`src/rtl/bus_pkg.sv`:
```
// Shared definitions for the bus scheduler: source/destination encodings,
// FSM state type and the source-to-select decoder.
package bus_pkg;

  localparam logic [2:0] SRC_R    = 3'd0;
  localparam logic [2:0] SRC_AR   = 3'd1;
  localparam logic [2:0] SRC_DR   = 3'd2;
  localparam logic [2:0] SRC_AC   = 3'd3;
  localparam logic [2:0] SRC_PC   = 3'd4;
  localparam logic [2:0] SRC_IR   = 3'd5;
  localparam logic [2:0] SRC_DRAM = 3'd6;
  localparam logic [2:0] SRC_IRAM = 3'd7;

  localparam int unsigned DST_R    = 0;
  localparam int unsigned DST_AR   = 1;
  localparam int unsigned DST_DR   = 2;
  localparam int unsigned DST_AC   = 3;
  localparam int unsigned DST_PC   = 4;
  localparam int unsigned DST_IR   = 5;
  localparam int unsigned DST_DRAM = 6;

  localparam int unsigned CMD_W = 10;  // {src[2:0], dst[6:0]}

  typedef enum logic [1:0] {StIdle, StSelect, StWait, StLoad} state_e;

  function automatic logic [7:0] src_to_onehot(input logic [2:0] src);
    src_to_onehot = 8'd1 << src;
  endfunction

endpackage

```
`src/rtl/bus_scheduler_if.sv`:
```
// Command handshake and bus-control signals between control unit and scheduler.
interface bus_scheduler_if;
  logic       cmd_valid;
  logic       cmd_ready;
  logic [2:0] cmd_src;
  logic [6:0] cmd_dst;
  logic [5:0] control_register;
  logic [1:0] control_memory;
  logic       mem_read;
  logic [6:0] load_en;
  logic       done;
  logic       err;
  logic       busy;

  modport master (
    output cmd_valid, cmd_src, cmd_dst,
    input  cmd_ready, control_register, control_memory, mem_read, load_en, done, err, busy
  );

  modport slave (
    input  cmd_valid, cmd_src, cmd_dst,
    output cmd_ready, control_register, control_memory, mem_read, load_en, done, err, busy
  );
endinterface

```
`src/rtl/bus_cmd_fifo.sv`:
```
// Small synchronous command FIFO with first-word fall-through read data.
module bus_cmd_fifo
  import bus_pkg::*;
#(
  parameter int unsigned QDEPTH = 2,
  parameter int unsigned WIDTH  = CMD_W
) (
  input  logic             clk,
  input  logic             rst_n,
  input  logic             push,
  input  logic [WIDTH-1:0] wdata,
  input  logic             pop,
  output logic [WIDTH-1:0] rdata,
  output logic             full,
  output logic             empty
);

  localparam int unsigned AW = $clog2(QDEPTH);

  logic [WIDTH-1:0] mem_q [QDEPTH];
  logic [AW:0]      wr_ptr_q, rd_ptr_q;
  logic             do_push, do_pop;

  assign do_push = push & ~full;
  assign do_pop  = pop & ~empty;

  always_ff @(posedge clk or negedge rst_n) begin
    if (!rst_n) begin
      wr_ptr_q <= '0;
      rd_ptr_q <= '0;
    end else begin
      if (do_push) wr_ptr_q <= wr_ptr_q + (AW + 1)'(1);
      if (do_pop)  rd_ptr_q <= rd_ptr_q + (AW + 1)'(1);
    end
  end

  always_ff @(posedge clk) begin
    if (do_push) mem_q[wr_ptr_q[AW-1:0]] <= wdata;
  end

  // Pointers carry one wrap bit so full and empty are distinguishable.
  assign empty = (wr_ptr_q == rd_ptr_q);
  assign full  = (wr_ptr_q[AW] != rd_ptr_q[AW]) && (wr_ptr_q[AW-1:0] == rd_ptr_q[AW-1:0]);
  assign rdata = mem_q[rd_ptr_q[AW-1:0]];

endmodule

```
`src/rtl/bus_scheduler.sv`:
```
// Sequences queued bus transfers: select source, optional memory wait states,
// then a one-cycle destination load strobe.
module bus_scheduler
  import bus_pkg::*;
#(
  parameter int unsigned MEM_WAIT = 1,
  parameter int unsigned QDEPTH   = 2
) (
  input logic            clk,
  input logic            rst_n,
  bus_scheduler_if.slave bus
);

  localparam int unsigned CW = (MEM_WAIT > 1) ? $clog2(MEM_WAIT) : 1;

  state_e          state_q, state_d;
  logic [CW-1:0]   cnt_q, cnt_d;
  logic [7:0]      sel_q, sel_d;
  logic [6:0]      dst_q, dst_d;
  logic [6:0]      load_en_q, load_en_d;
  logic            done_q, done_d;
  logic            err_q, err_d;
  logic            pop, start, full, empty;
  logic [CMD_W-1:0] head;

  bus_cmd_fifo #(
    .QDEPTH(QDEPTH),
    .WIDTH (CMD_W)
  ) u_fifo (
    .clk  (clk),
    .rst_n(rst_n),
    .push (bus.cmd_valid),
    .wdata({bus.cmd_src, bus.cmd_dst}),
    .pop  (pop),
    .rdata(head),
    .full (full),
    .empty(empty)
  );

  always_comb begin
    state_d   = state_q;
    cnt_d     = cnt_q;
    sel_d     = sel_q;
    dst_d     = dst_q;
    load_en_d = '0;
    done_d    = 1'b0;
    err_d     = 1'b0;
    pop       = 1'b0;
    start     = 1'b0;

    unique case (state_q)
      StIdle: start = ~empty;
      StSelect: begin
        if (sel_q[7:6] != 2'b00 && MEM_WAIT > 0) begin
          state_d = StWait;
          cnt_d   = CW'(MEM_WAIT - 1);
        end else begin
          state_d   = StLoad;
          load_en_d = dst_q;
          done_d    = 1'b1;
        end
      end
      StWait: begin
        if (cnt_q == '0) begin
          state_d   = StLoad;
          load_en_d = dst_q;
          done_d    = 1'b1;
        end else begin
          cnt_d = cnt_q - CW'(1);
        end
      end
      StLoad: begin
        if (!empty) begin
          start = 1'b1;
        end else begin
          state_d = StIdle;
          sel_d   = '0;
        end
      end
      default: state_d = StIdle;
    endcase

    // An empty destination mask is discarded with an error pulse.
    if (start) begin
      pop = 1'b1;
      if (head[6:0] == 7'd0) begin
        err_d   = 1'b1;
        state_d = StIdle;
        sel_d   = '0;
      end else begin
        state_d = StSelect;
        sel_d   = src_to_onehot(head[9:7]);
        dst_d   = head[6:0];
      end
    end
  end

  always_ff @(posedge clk or negedge rst_n) begin
    if (!rst_n) begin
      state_q   <= StIdle;
      cnt_q     <= '0;
      sel_q     <= '0;
      dst_q     <= '0;
      load_en_q <= '0;
      done_q    <= 1'b0;
      err_q     <= 1'b0;
    end else begin
      state_q   <= state_d;
      cnt_q     <= cnt_d;
      sel_q     <= sel_d;
      dst_q     <= dst_d;
      load_en_q <= load_en_d;
      done_q    <= done_d;
      err_q     <= err_d;
    end
  end

  assign bus.cmd_ready        = ~full;
  assign bus.control_register = sel_q[5:0];
  assign bus.control_memory   = sel_q[7:6];
  assign bus.mem_read         = |sel_q[7:6];
  assign bus.load_en          = load_en_q;
  assign bus.done             = done_q;
  assign bus.err              = err_q;
  assign bus.busy             = (state_q != StIdle) | ~empty;

endmodule

```
`src/flat_wrapper.sv`:
```
// flat-port wrapper written by rule: the top's interface ports become plain ports
module bus_scheduler_flat import bus_pkg::*;
#(
  parameter int unsigned MEM_WAIT = 1,
  parameter int unsigned QDEPTH   = 2
)
  (clk, rst_n, bus_cmd_valid, bus_cmd_src, bus_cmd_dst, bus_cmd_ready, bus_control_register, bus_control_memory, bus_mem_read, bus_load_en, bus_done, bus_err, bus_busy);
  bus_scheduler_if bus_i ();
  input logic clk;
  input logic rst_n;
  input wire logic [$bits(bus_i.cmd_valid)-1:0] bus_cmd_valid;
  input wire logic [$bits(bus_i.cmd_src)-1:0] bus_cmd_src;
  input wire logic [$bits(bus_i.cmd_dst)-1:0] bus_cmd_dst;
  output wire logic [$bits(bus_i.cmd_ready)-1:0] bus_cmd_ready;
  output wire logic [$bits(bus_i.control_register)-1:0] bus_control_register;
  output wire logic [$bits(bus_i.control_memory)-1:0] bus_control_memory;
  output wire logic [$bits(bus_i.mem_read)-1:0] bus_mem_read;
  output wire logic [$bits(bus_i.load_en)-1:0] bus_load_en;
  output wire logic [$bits(bus_i.done)-1:0] bus_done;
  output wire logic [$bits(bus_i.err)-1:0] bus_err;
  output wire logic [$bits(bus_i.busy)-1:0] bus_busy;
  assign bus_i.cmd_valid = bus_cmd_valid;
  assign bus_i.cmd_src = bus_cmd_src;
  assign bus_i.cmd_dst = bus_cmd_dst;
  assign bus_cmd_ready = bus_i.cmd_ready;
  assign bus_control_register = bus_i.control_register;
  assign bus_control_memory = bus_i.control_memory;
  assign bus_mem_read = bus_i.mem_read;
  assign bus_load_en = bus_i.load_en;
  assign bus_done = bus_i.done;
  assign bus_err = bus_i.err;
  assign bus_busy = bus_i.busy;
  bus_scheduler #(.MEM_WAIT(MEM_WAIT), .QDEPTH(QDEPTH)) u_core (.clk(clk), .rst_n(rst_n), .bus(bus_i));
endmodule
```
`config.mk`:
```
export PLATFORM = sky130hd
export DESIGN_NAME = bus_scheduler_flat
export DESIGN_NICKNAME = d
export VERILOG_FILES = /design/src/rtl/bus_pkg.sv /design/src/rtl/bus_scheduler_if.sv /design/src/rtl/bus_cmd_fifo.sv /design/src/rtl/bus_scheduler.sv /design/src/flat_wrapper.sv
export SDC_FILE = /design/constraint.sdc
export NUM_CORES = 1
export LEC_CHECK = 0
export CELL_PAD_IN_SITES_DETAIL_PLACEMENT = 1
export CELL_PAD_IN_SITES_GLOBAL_PLACEMENT = 2
export CORE_MARGIN = 4
export CORE_UTILIZATION = 40
export CTS_CLUSTER_SIZE = 28
export DETAILED_ROUTE_END_ITERATION = 10
export PLACE_DENSITY = 0.95
export SKIP_CTS_REPAIR_TIMING = 1
export SYNTH_ARGS = -nofsm -noshare
export SYNTH_HDL_FRONTEND = slang
export SYNTH_SLANG_ARGS = --single-unit
```
`constraint.sdc`:
```
create_clock -name clk -period 5.6 [get_ports clk]
set_input_delay 1.12 -clock clk [delete_from_list [all_inputs] [get_ports clk]]
set_output_delay 1.12 -clock clk [all_outputs]
set_load 0.005 [all_outputs]
```
After elaboration in Yosys (flattened, before gate mapping) --
Memories as Yosys holds them, arrays and structs flattened. Cells that the tools add are included. W data, S select, Z words.
Cells by class: $add $sub $neg 3, eq/ne operators 9, shift operators 1, muxes and demuxes 26, bitwise gates (word level) 6, reduce and logical (&&, ||, !) cells 14
Operators by type and width (number):
- $mux W8 | 4
- $mux W7 | 2
- $pmux W7 S2 | 1
- $mux W1 | 12
- $reduce_bool A2 Y1 | 5
- $shl A1 B3 Y8 const A | 1
- $logic_not A7 Y1 | 1
- $mux W2 | 3
- $pmux W1 S2 | 3
- $pmux W2 S3 | 1
- $reduce_and A2 Y1 | 3
- $add A2 B1 Y2 const B | 2
- $eq A2 B2 Y1 const B | 2
- $reduce_bool A4 Y1 | 1
- $ne A3 B1 Y1 const B | 1
- $ne A3 B3 Y1 const B | 1
- $not A1 Y1 | 3
- $reduce_and A3 Y1 | 1
- $and A1 B1 Y1 | 2
- $eq A2 B1 Y1 const B | 1
- $eq A2 B2 Y1 | 1
- $logic_not A2 Y1 | 1
- $ne A2 B1 Y1 const B | 1
- $reduce_or A2 Y1 | 1
- other kinds (5) | 5
Storage, ports and cells: flip-flop bits (word level) 31, memory bits (writable) 20, bits of input ports 13, logic and storage cells 69, memories 1
Memories:
- u_core.u_fifo.mem_q | depth 2, bits a word 10, read ports 1, clocked after Yosys merged registers in 0, wr ports 1, line bus_cmd_fifo.sv:20 | logic [WIDTH-1:0] mem_q [QDEPTH];

Longest topological paths before layout --
Gate-level depths: netlist of run 1.
depth after elaboration 6, depth in mapped cells 7, depth with buffers taken out 6

Modules after synthesis --
From an unflattened synthesis of run 1, not the netlist that was laid out.
Unflattened totals: cell total of the unflattened synthesis 145, area, all modules 2097.0 um2
Modules (own cells, without submodules):
- bus_scheduler | instances 1, cells each 86, area each 1142.3 um2, sequential area each 650.6 um2
- bus_cmd_fifo | instances 1, cells each 59, area each 954.7 um2, sequential area each 700.7 um2

Worst setup path before layout of run 1 --
No wires, ideal clock.
path type register -> output, start point reg u_core.u_fifo.rd_ptr_q[0], end point out bus_cmd_ready, arrival time 0.897 ns, slack 3.583 ns, stages on the path, launching flop included 4, path through dfrtp_1 > buf_4 > xnor2_1 > nand2_1
On the way: word-level cells in the longest chain between the ends 3
RTL lines:
- start, declared | line bus_cmd_fifo.sv:21 | logic [AW:0] wr_ptr_q, rd_ptr_q;
- start signal, assigned | line bus_cmd_fifo.sv:33 | if (do_pop) rd_ptr_q <= rd_ptr_q + (AW + 1)'(1);
- $eq A1 B1 Y1 | line bus_cmd_fifo.sv:43 | assign full = (wr_ptr_q[AW] != rd_ptr_q[AW]) && (wr_ptr_q[AW-1:0] == rd_ptr_q[AW-1:0]);
- $logic_and A1 B1 Y1 | line bus_cmd_fifo.sv:43
- $not A1 Y1 | line bus_scheduler.sv:118 | assign bus.cmd_ready = ~full;
- end, declared | line flat_wrapper.sv:14 | output wire logic [$bits(bus_i.cmd_ready)-1:0] bus_cmd_ready;
No other way between the ends.

Worst setup path after layout of run 1 --
start point reg u_core.u_fifo.rd_ptr_q[0], end point out bus_busy
On the way: word-level cells in the longest chain between the ends 3
RTL lines:
- $eq A2 B2 Y1 | line bus_cmd_fifo.sv:42 | assign empty = (wr_ptr_q == rd_ptr_q);
- $not A1 Y1 | line bus_scheduler.sv:125 | assign bus.busy = (state_q != StIdle) | ~empty;
- $or A1 B1 Y1 | line bus_scheduler.sv:125
- end, declared | line flat_wrapper.sv:21 | output wire logic [$bits(bus_i.busy)-1:0] bus_busy;
No other way between the ends.

==> metrics.txt, run 1 <==
# nets final between 150 and 200; Worst path max stage delay 860 ps; worst slew pin tran about 800 ps; Seq/Total Area, Yosys 0.650; Die Y 80.1 µm; delay-heaviest family, CP flip-flops; min Tclk post-route 3260 ps; crit path max fanout 23; RSZ-0062 raised after global routing no; global-route wire length before repair 7.17 mm; CTS root buf clkbuf_8; Post-Route Skew approximately 9.5 ps; Yosys cell types 35; DRT Pass-1 Iters 4; multi-input combinational cell area about 680 µm²; total of max-cap violations 0; Syn Nets 160; setup violators final 0; Slew Limit Fails 0; switching part of the total 0.359; CP startpoint kind register; outcome complete, no violations; CP Capture Type primary output; vias per std cell 5.11; Routed wire per std cell approximately 17 µm; CP cell instances xor2_1, nor2_1, nand2_1, clkdlybuf4s50_1; Core Region 0.00488 mm²; Vias 1,262; GRT overflow 0; GRT Resource Usage Total 0.146; final period utilization 0.582; cell internal pwr 1.04 mW; Post-synth EDFFs 20; Register Area about 0.0014 mm²; leakage power 1.03 nW; CTS sink count 50; synth warn 0; Worst EP required 4480 ps; Mapped Area 0.00208 mm²; slowest CP cell dfrtp_1; clock input transition at the sequential cells of the worst setup and hold paths 90 ps; highest ir drop seen on vdd 0.284 mV; Initial Util 0.426; logic gate share of total power 0.451; total length of routed wires 4.13 mm; Placed Cells 239; Gate Count Post-Synth 142; cell area power density 632 mW/mm²; Avg Cell Area, Syn ~15 µm²; I/O Pins 33; RePlAce Congestion 0.837; initial antenna violation count 0; H-tree levels 2; Final Non-Filler Cells 247; net switching power 0.585 mW; final setup TNS 0 ps; DP HPWL around 3.2 mm; die area 0.00642 mm²; Fillers 501; asr flop ratio synth 0.600; CP Buf/Inv Count 1; clock latency at the later pin of the worst-skew pair 310 ps; Clk pwr share 0.146; area growth from synthesis to layout 23.9%; dominant synthesized flop cell dfrtp_1; sequential power share 0.403; crit path DAT 2140 ps; CTS buffer count 5; largest net degree at the start of global routing 31; 1st-iter DRT viols 57; Hold WS 493 ps; worst hold path type register to register; Clock Path Buffers 2; share of cells above drive strength 1 0.150; port buffer count 32; Rel. slew slack 0.474; ANT cells 0; DRC 0; final hold violation count 0; # rows 25; fmax 307 MHz; Antenna Nets Post-Route 0; CP Class register to primary output; vias in the first global route around 1,400; Seq cells post-synth 50; DIE WIDTH between 80 and 90 µm; CTS tree done
-- final cells by class --
cell class	count	share of cell area
clock buffer	6	0.0364
inverter	8	0.0117
tap	67	0.0325
multi-input combinational	81	0.262
timing repair buffer	33	0.127
clock inverter	2	0.00534
sequential	50	0.525
-- cell usage after synthesis (4+ instances only) --
cell type	instances	area share
a32o_1	8	0.039
and2_1	6	0.018
dfrtp_1	30	0.36
edfxtp_1	20	0.29
ha_1	5	0.030
inv_1	8	0.014
mux2_2	13	0.070
nand2_1	5	0.0090
nor2_1	5	0.0090
o32ai_1	4	0.017
xnor2_1	5	0.021
-- stage by stage --
stage | worst slack [ps] | util | cell area, µm² | power [mW]
after global routing | 2170 | 0.528 | 2580 | 1.76
after floorplan | 3580 | - | 2080 | 1.13
after global placement | 2750 | 0.506 | 2470 | 1.36
after CTS | 2310 | 0.528 | 2580 | 1.65
final | 2340 | 0.528 | 2580 | 1.63
after detailed placement | 2660 | 0.506 | 2470 | 1.41
-- power by group through the flow --
stage	logic [mW]	registers [mW]	clock network, mW
global route	0.814	0.682	0.259
detailed placement	0.743	0.669	0
floorplan	0.507	0.626	0
CTS	0.750	0.661	0.244
finish	0.735	0.657	0.237
global placement	0.707	0.650	0
-- logic make-up after synthesis --
group,count (synthesis),share of synthesized area
xor gates and xnor gates,8,0.0337
buffers and inverters,11,0.0253
AOI/OAI and AO/OA,23,0.0957
adders and majority gates,5,0.0301
DFF,50,0.650
and+or+nand+nor,28,0.0734
muxes,17,0.0921
-- metal layers --
metal	GRT usage	part of all wire
met1	0.190	0.45
met2	0.242	0.51
met3	0.0235	0.026
met4	0.0608	0.018
met5	0	0
-- worst paths after layout --
kind                                                start                   endpoint  slack (ps)  cells after the start
worst max-delay path            u_core.u_fifo.rd_ptr_q[0]                   bus_busy        2340                      4
worst min-delay path                      u_core.dst_q[3]      u_core.bus.load_en[3]         490                      1
worst max register to register  u_core.u_fifo.rd_ptr_q[0]            u_core.dst_q[0]        3130                      4
worst min register to register            u_core.dst_q[3]      u_core.bus.load_en[3]         490                      1
max in group asynchronous                           rst_n  u_core.u_fifo.wr_ptr_q[1]        4110                      2
min in group asynchronous                           rst_n            u_core.sel_q[2]        1200                      2
-- layout by cell type, fill, tap and decap left out, types with 2 or more instances in the layout --
master / Yosys / routed
edfxtp_1: 20 / 20
mux2i_1: 3 / 3
and3_1: 2 / 2
a32o_1: 8 / 8
clkbuf_8: 0 / 5
nor2_1: 5 / 5
nor3_1: 3 / 3
o32ai_1: 4 / 4
ha_1: 5 / 5
and2_1: 6 / 6
xor2_1: 3 / 3
dfrtp_1: 30 / 30
xnor2_1: 5 / 5
nand2_1: 5 / 5
clkdlybuf4s50_1: 0 / 32
mux2_2: 13 / 13
a21oi_1: 3 / 3
inv_1: 8 / 8
-- flip-flops by register name, summed over array words and instances, names as in the netlist --
signal,count
u_core.bus.done,1
u_core.u_fifo.wr_ptr_q,2
u_core.dst_q,7
u_core.state_q,2
u_core.bus.load_en,7
u_core.u_fifo.mem_q,20
u_core.bus.err,1
u_core.u_fifo.rd_ptr_q,2
u_core.sel_q,8
Power figures use the tool's default switching activity.
==> run 2, diff against run 1 <==
--- a/config.mk
+++ b/config.mk
@@ -8,10 +8,10 @@
 export CELL_PAD_IN_SITES_DETAIL_PLACEMENT = 1
 export CELL_PAD_IN_SITES_GLOBAL_PLACEMENT = 2
 export CORE_MARGIN = 4
-export CORE_UTILIZATION = 40
+export CORE_UTILIZATION = 33
 export CTS_CLUSTER_SIZE = 28
 export DETAILED_ROUTE_END_ITERATION = 10
-export PLACE_DENSITY = 0.95
+export PLACE_DENSITY = 0.85
 export SKIP_CTS_REPAIR_TIMING = 1
 export SYNTH_ARGS = -nofsm -noshare
 export SYNTH_HDL_FRONTEND = slang
==> constraint.sdc (replaced) <==
create_clock -name clk -period 2.6 [get_ports clk]
set_input_delay 0.52 -clock clk [delete_from_list [all_inputs] [get_ports clk]]
set_output_delay 0.52 -clock clk [all_outputs]
set_load 0.005 [all_outputs]
==> metrics.txt, run 2 (same netlist as run 1, synthesis figures left out) <==
leakage power 1.05 nW (+1.4%); R2R setup slack 350 ps (-2780 ps); Final Cell Area 0.00261 mm² (+1.3%); min Tclk post-route 2270 ps; 1st-iter DRT viols 34 (-40%); fmax roughly 440 MHz; DIE WIDTH 87.4 µm (+9.1%); Clock Path Buffers 2 (unchanged); cell area power density 1360 mW/mm² (+110%); Core Region 0.00603 mm² (+23%); Rel. slew slack 0.498 (+0.0247); global-route wire length before repair 7.10 mm (-0.96%); Fillers 643 (+28%); Die Y 87.4 µm (+9.1%); DRC 0 (unchanged); GRT Resource Usage Total 0.119 (-0.0265); final setup TNS 0 ps (unchanged); Worst R2R Start u_core.state_q[0]; most frequent cells in the layout 32 x clkdlybuf4s50_1, 30 x dfrtp_1, 20 x edfxtp_1; outcome complete, no violations; worst slew pin tran 753 ps (-34.1 ps); final setup margin 333 ps (-2010 ps); port buffer count 32 (unchanged); Pwr Total 3.54 mW (+120%); pre-CTS setup slack 335 ps (-2330 ps); Routed wire per std cell 15.8 µm (-5.6%); I/O Pins 33 (unchanged); CTS root buf clkbuf_8; CTS buffer count 5 (unchanged); CP Launch Point u_core.u_fifo.rd_ptr_q[1]; # nets final 200 (+1.5%); total length of routed wires 4.07 mm (-1.4%); worst hold path type register to register; Worst EP required 2080 ps (-2400 ps); clock input transition at the sequential cells of the worst setup and hold paths 90 ps (about the same); CP Class register to primary output; Vias 1,256 (-0.48%); setup violators final 0 (unchanged); Hold Crit Depth 1 (unchanged); GRT overflow 0 (unchanged); vias in the first global route 1,454 (+1.5%); die area 0.00764 mm² (+19%); CP Capture Type primary output; total of max-cap violations 0 (unchanged); share of cells above drive strength 1 0.164 (+0.0139); Antenna Nets Post-Route 0 (unchanged); cells on worst reg2reg path 6 (+2); Post-Route Skew 7.91 ps (-1.64 ps); max FFs per register 20 (unchanged); crit path max fanout 4 (-83%); RSZ-0062 raised after global routing no; Slew Limit Fails 0 (unchanged); DRT Pass-1 Iters 4 (unchanged); largest net degree at the start of global routing 31 (unchanged); most common cell after layout, fill and taps aside clkdlybuf4s50_1; CP startpoint kind register; highest ir drop seen on vdd 0.554 mV (+95%); RePlAce Congestion 0.771 (-7.8%); initial antenna violation count 0 (unchanged); clock latency at the later pin of the worst-skew pair 300 ps (about the same); vias per std cell 4.87 (-4.7%); RR Endpoint u_core.dst_q[4]; # rows 28 (+12%); H-tree levels 2 (unchanged); CTS tree done; final period utilization 0.872; DP HPWL 3.19 mm (+1.3%); area growth from synthesis to layout 25.5%; hold_sp u_core.dst_q[4]; CTS sink count 50 (unchanged); ANT cells 0 (unchanged); Worst Hold End u_core.bus.load_en[4]; crit path DAT 1750 ps (-390 ps); cell area after placement 0.00250 mm² (+1.3%); final hold violation count 0 (unchanged); Initial Util 0.345 (-0.0811)
-- run 2: worst max path at each step --
| stage | endpoint | cells past startpoint | slack, ps |
|---|---|---|---|
| floorplan | u_core.dst_q[6] | 7 | 770 |
| global placement | u_core.dst_q[2] | 6 | 480 |
| detailed placement | u_core.dst_q[4] | 6 | 340 |
| CTS | u_core.dst_q[4] | 6 | 330 |
| global route | u_core.dst_q[2] | 6 | 110 |
| finish | bus_busy | 4 | 330 |
-- run 2: report_power, final --
group / switching [mW] / internal (mW)
Combinational: 0.820 / 0.853
Sequential: 0.206 / 1.17
Clock: 0.243 / 0.248
-- run 2: area by class of cell --
cell class | instances | area, µm² | area share
repair buffers | 36 | 350 | 0.134
well taps | 75 | 93.8 | 0.0360
clock inverters | 2 | 13.8 | 0.00528
flip-flops and latches | 50 | 1350 | 0.518
clock buffers | 6 | 93.8 | 0.0360
inverters | 8 | 30.0 | 0.0115
multi-input cells | 81 | 676 | 0.259
-- run 2: stage by stage --
stage           util  hold WS, ps  cells
2_1_floorplan      -          224    142
3_3_place_gp   0.415          469    250
3_5_place_dp   0.415          475    250
4_1_cts        0.433          505    258
5_1_grt        0.433          518    258
6_report       0.433          497    258
-- run 2: critical path, cell delays in order (launching register included) --
cell and delay [ps]:
dfrtp_1 430, xor2_1 310, nor2_1 130, nand2_1 90
clkdlybuf4s50_1 490
-- run 2: layer usage --
metal | vias up | track usage | share of wire
met5 | - | 0 | 0
met4 | 0 | 0.0404 | 0.014
met3 | 5 | 0.0265 | 0.038
met2 | 26 | 0.197 | 0.50
met1 | 615 | 0.154 | 0.45
li1 | 610 | - | -
==> run 3, diff against run 2 <==
--- a/config.mk
+++ b/config.mk
@@ -7,8 +7,10 @@
 export LEC_CHECK = 0
 export CELL_PAD_IN_SITES_DETAIL_PLACEMENT = 1
 export CELL_PAD_IN_SITES_GLOBAL_PLACEMENT = 2
+export CORE_ASPECT_RATIO = 0.6
 export CORE_MARGIN = 4
 export CORE_UTILIZATION = 33
+export CTS_CLUSTER_DIAMETER = 80
 export CTS_CLUSTER_SIZE = 28
 export DETAILED_ROUTE_END_ITERATION = 10
 export PLACE_DENSITY = 0.85
==> metrics.txt, run 3 (same netlist as run 1, synthesis figures left out) <==
largest net degree at the start of global routing 31 (unchanged); I/O Pins 33 (unchanged); RR Endpoint u_core.dst_q[6]; clock input transition at the sequential cells of the worst setup and hold paths 90 ps (about the same); CTS buffer count 5 (unchanged); ANT cells 0 (unchanged); leakage power 1.05 nW (about the same); H-tree levels 2 (unchanged); final hold violation count 0 (unchanged); Final Cell Area 0.00261 mm² (unchanged); R2R setup slack 550 ps (+200 ps); DP HPWL 3.14 mm (-1.7%); CP endpoint bus_busy; setup violators final 0 (unchanged); final period utilization 0.951 (+0.0794); GRT Resource Usage Total 0.114 (-0.00585); initial antenna violation count 0 (unchanged); die area 0.00768 mm² (+0.55%); outcome complete, no violations; Rel. slew slack 0.592 (+0.0936); GRT overflow 0 (unchanged); Register Area 0.00135 mm² (unchanged); Routed wire per std cell 15.4 µm (-2.4%); Hold WS 490 ps (-6.69 ps); Layout Utilization 0.427 (-0.00603); vias per std cell 4.65 (-4.5%); DRT Pass-1 Iters 4 (unchanged); DIE WIDTH 110 µm (+26%); Fillers 633 (-1.6%); crit path DAT 1950 ps (+200 ps); Slew Limit Fails 0 (unchanged); worst hold path type register to register; Worst R2R Start u_core.u_fifo.rd_ptr_q[0]; highest ir drop seen on vdd 0.384 mV (-31%); multi-input combinational cell area 676 µm² (unchanged); CP Capture Type primary output; Initial Util 0.340 (-0.00480); crit path max fanout 14 (+10); Post-Route Skew 4.49 ps (-3.41 ps); CP Launch Point u_core.u_fifo.rd_ptr_q[0]; global-route wire length before repair 6.90 mm (-2.8%); CP startpoint kind register; cell area power density 1360 mW/mm² (about the same); fmax 404 MHz (-8.3%); final setup TNS 0 ps (unchanged); Vias 1,251 (-0.40%); CTS root buf clkbuf_8; cell area after placement 0.00253 mm² (+1.1%); RSZ-0062 raised after global routing no; area growth from synthesis to layout 25.5% (unchanged); # rows 22 (-21%); worst slew pin tran 612 ps (-140 ps); # nets final 202 (+1.0%); 1st-iter DRT viols 64 (+88%); most frequent cells in the layout 32 x clkdlybuf4s50_1, 30 x dfrtp_1, 20 x edfxtp_1; total length of routed wires 4.14 mm (+1.7%); Die Y 69.5 µm (-20%); cells on worst reg2reg path 5 (-1); clock latency at the later pin of the worst-skew pair 300 ps (about the same); RePlAce Congestion 0.729 (-5.5%); CP Class register to primary output; max FFs per register 20 (unchanged); most common cell after layout, fill and taps aside clkdlybuf4s50_1; Antenna Nets Post-Route 0 (unchanged); share of cells above drive strength 1 0.162 (-0.00177); CTS tree done; Clock Path Buffers 2 (unchanged); min Tclk post-route 2470 ps (+206 ps); vias in the first global route 1,339 (-7.9%); CTS sink count 50 (unchanged); Core Region 0.00611 mm² (+1.4%); Worst EP required 2080 ps (about the same); DRC 0 (unchanged); port buffer count 32 (unchanged); total of max-cap violations 0 (unchanged)
[run 3: cell count changes in the layout (fill, tap and decap cells not counted), sizes merged]
cell      change
buf           +2
clkinv        +2
clkinvlp      -1
inv           -1
[run 3: cell type report]
class | instances | share of cell area
flip-flops and latches | 50 | 0.518
multi-input cells | 81 | 0.259
repair buffers | 38 | 0.140
well taps | 84 | 0.0403
clock buffers | 6 | 0.0278
inverters | 8 | 0.0115
clock inverters | 2 | 0.00336
[run 3: worst min path at each step]
stage | start | to | slack (ps) | depth (start not counted)
2_1_floorplan | rst_n | u_core.bus.done | 220 | 0
3_3_place_gp | u_core.dst_q[4] | u_core.bus.load_en[4] | 470 | 1
3_5_place_dp | u_core.dst_q[4] | u_core.bus.load_en[4] | 480 | 1
4_1_cts | u_core.dst_q[4] | u_core.bus.load_en[4] | 500 | 1
5_1_grt | u_core.dst_q[0] | u_core.bus.load_en[0] | 520 | 1
6_report | u_core.dst_q[1] | u_core.bus.load_en[1] | 490 | 1
[run 3: per-layer routing]
metal,share of wire,GRT usage,vias to the layer above,wire [µm]
met5,0,0,-,0
met4,0.0056,0.0246,0,23
met3,0.041,0.0384,3,168
met2,0.41,0.151,25,1700
met1,0.54,0.176,615,2260
li1,-,-,608,-
[run 3: worst max-delay path, cell delays in order, from the launching register on]
cell,delay (ps)
dfrtp_1,680
xor2_1,280
nor2_1,110
nand2_1,90
clkdlybuf4s50_1,490
[run 3: where the power goes]
part	total (mW)	switching [mW]	internal [mW]
logic	1.72	0.814	0.911
registers	1.39	0.217	1.17
clock network	0.428	0.243	0.185
[run 3: per-stage QoR]
stage	total power, mW	worst slack, ps	instances
floorplan	2.44	766	142
global placement	3.10	496	261
detailed placement	3.14	463	261
CTS	3.58	127	269
global route	3.82	17.7	269
finish	3.54	127	269
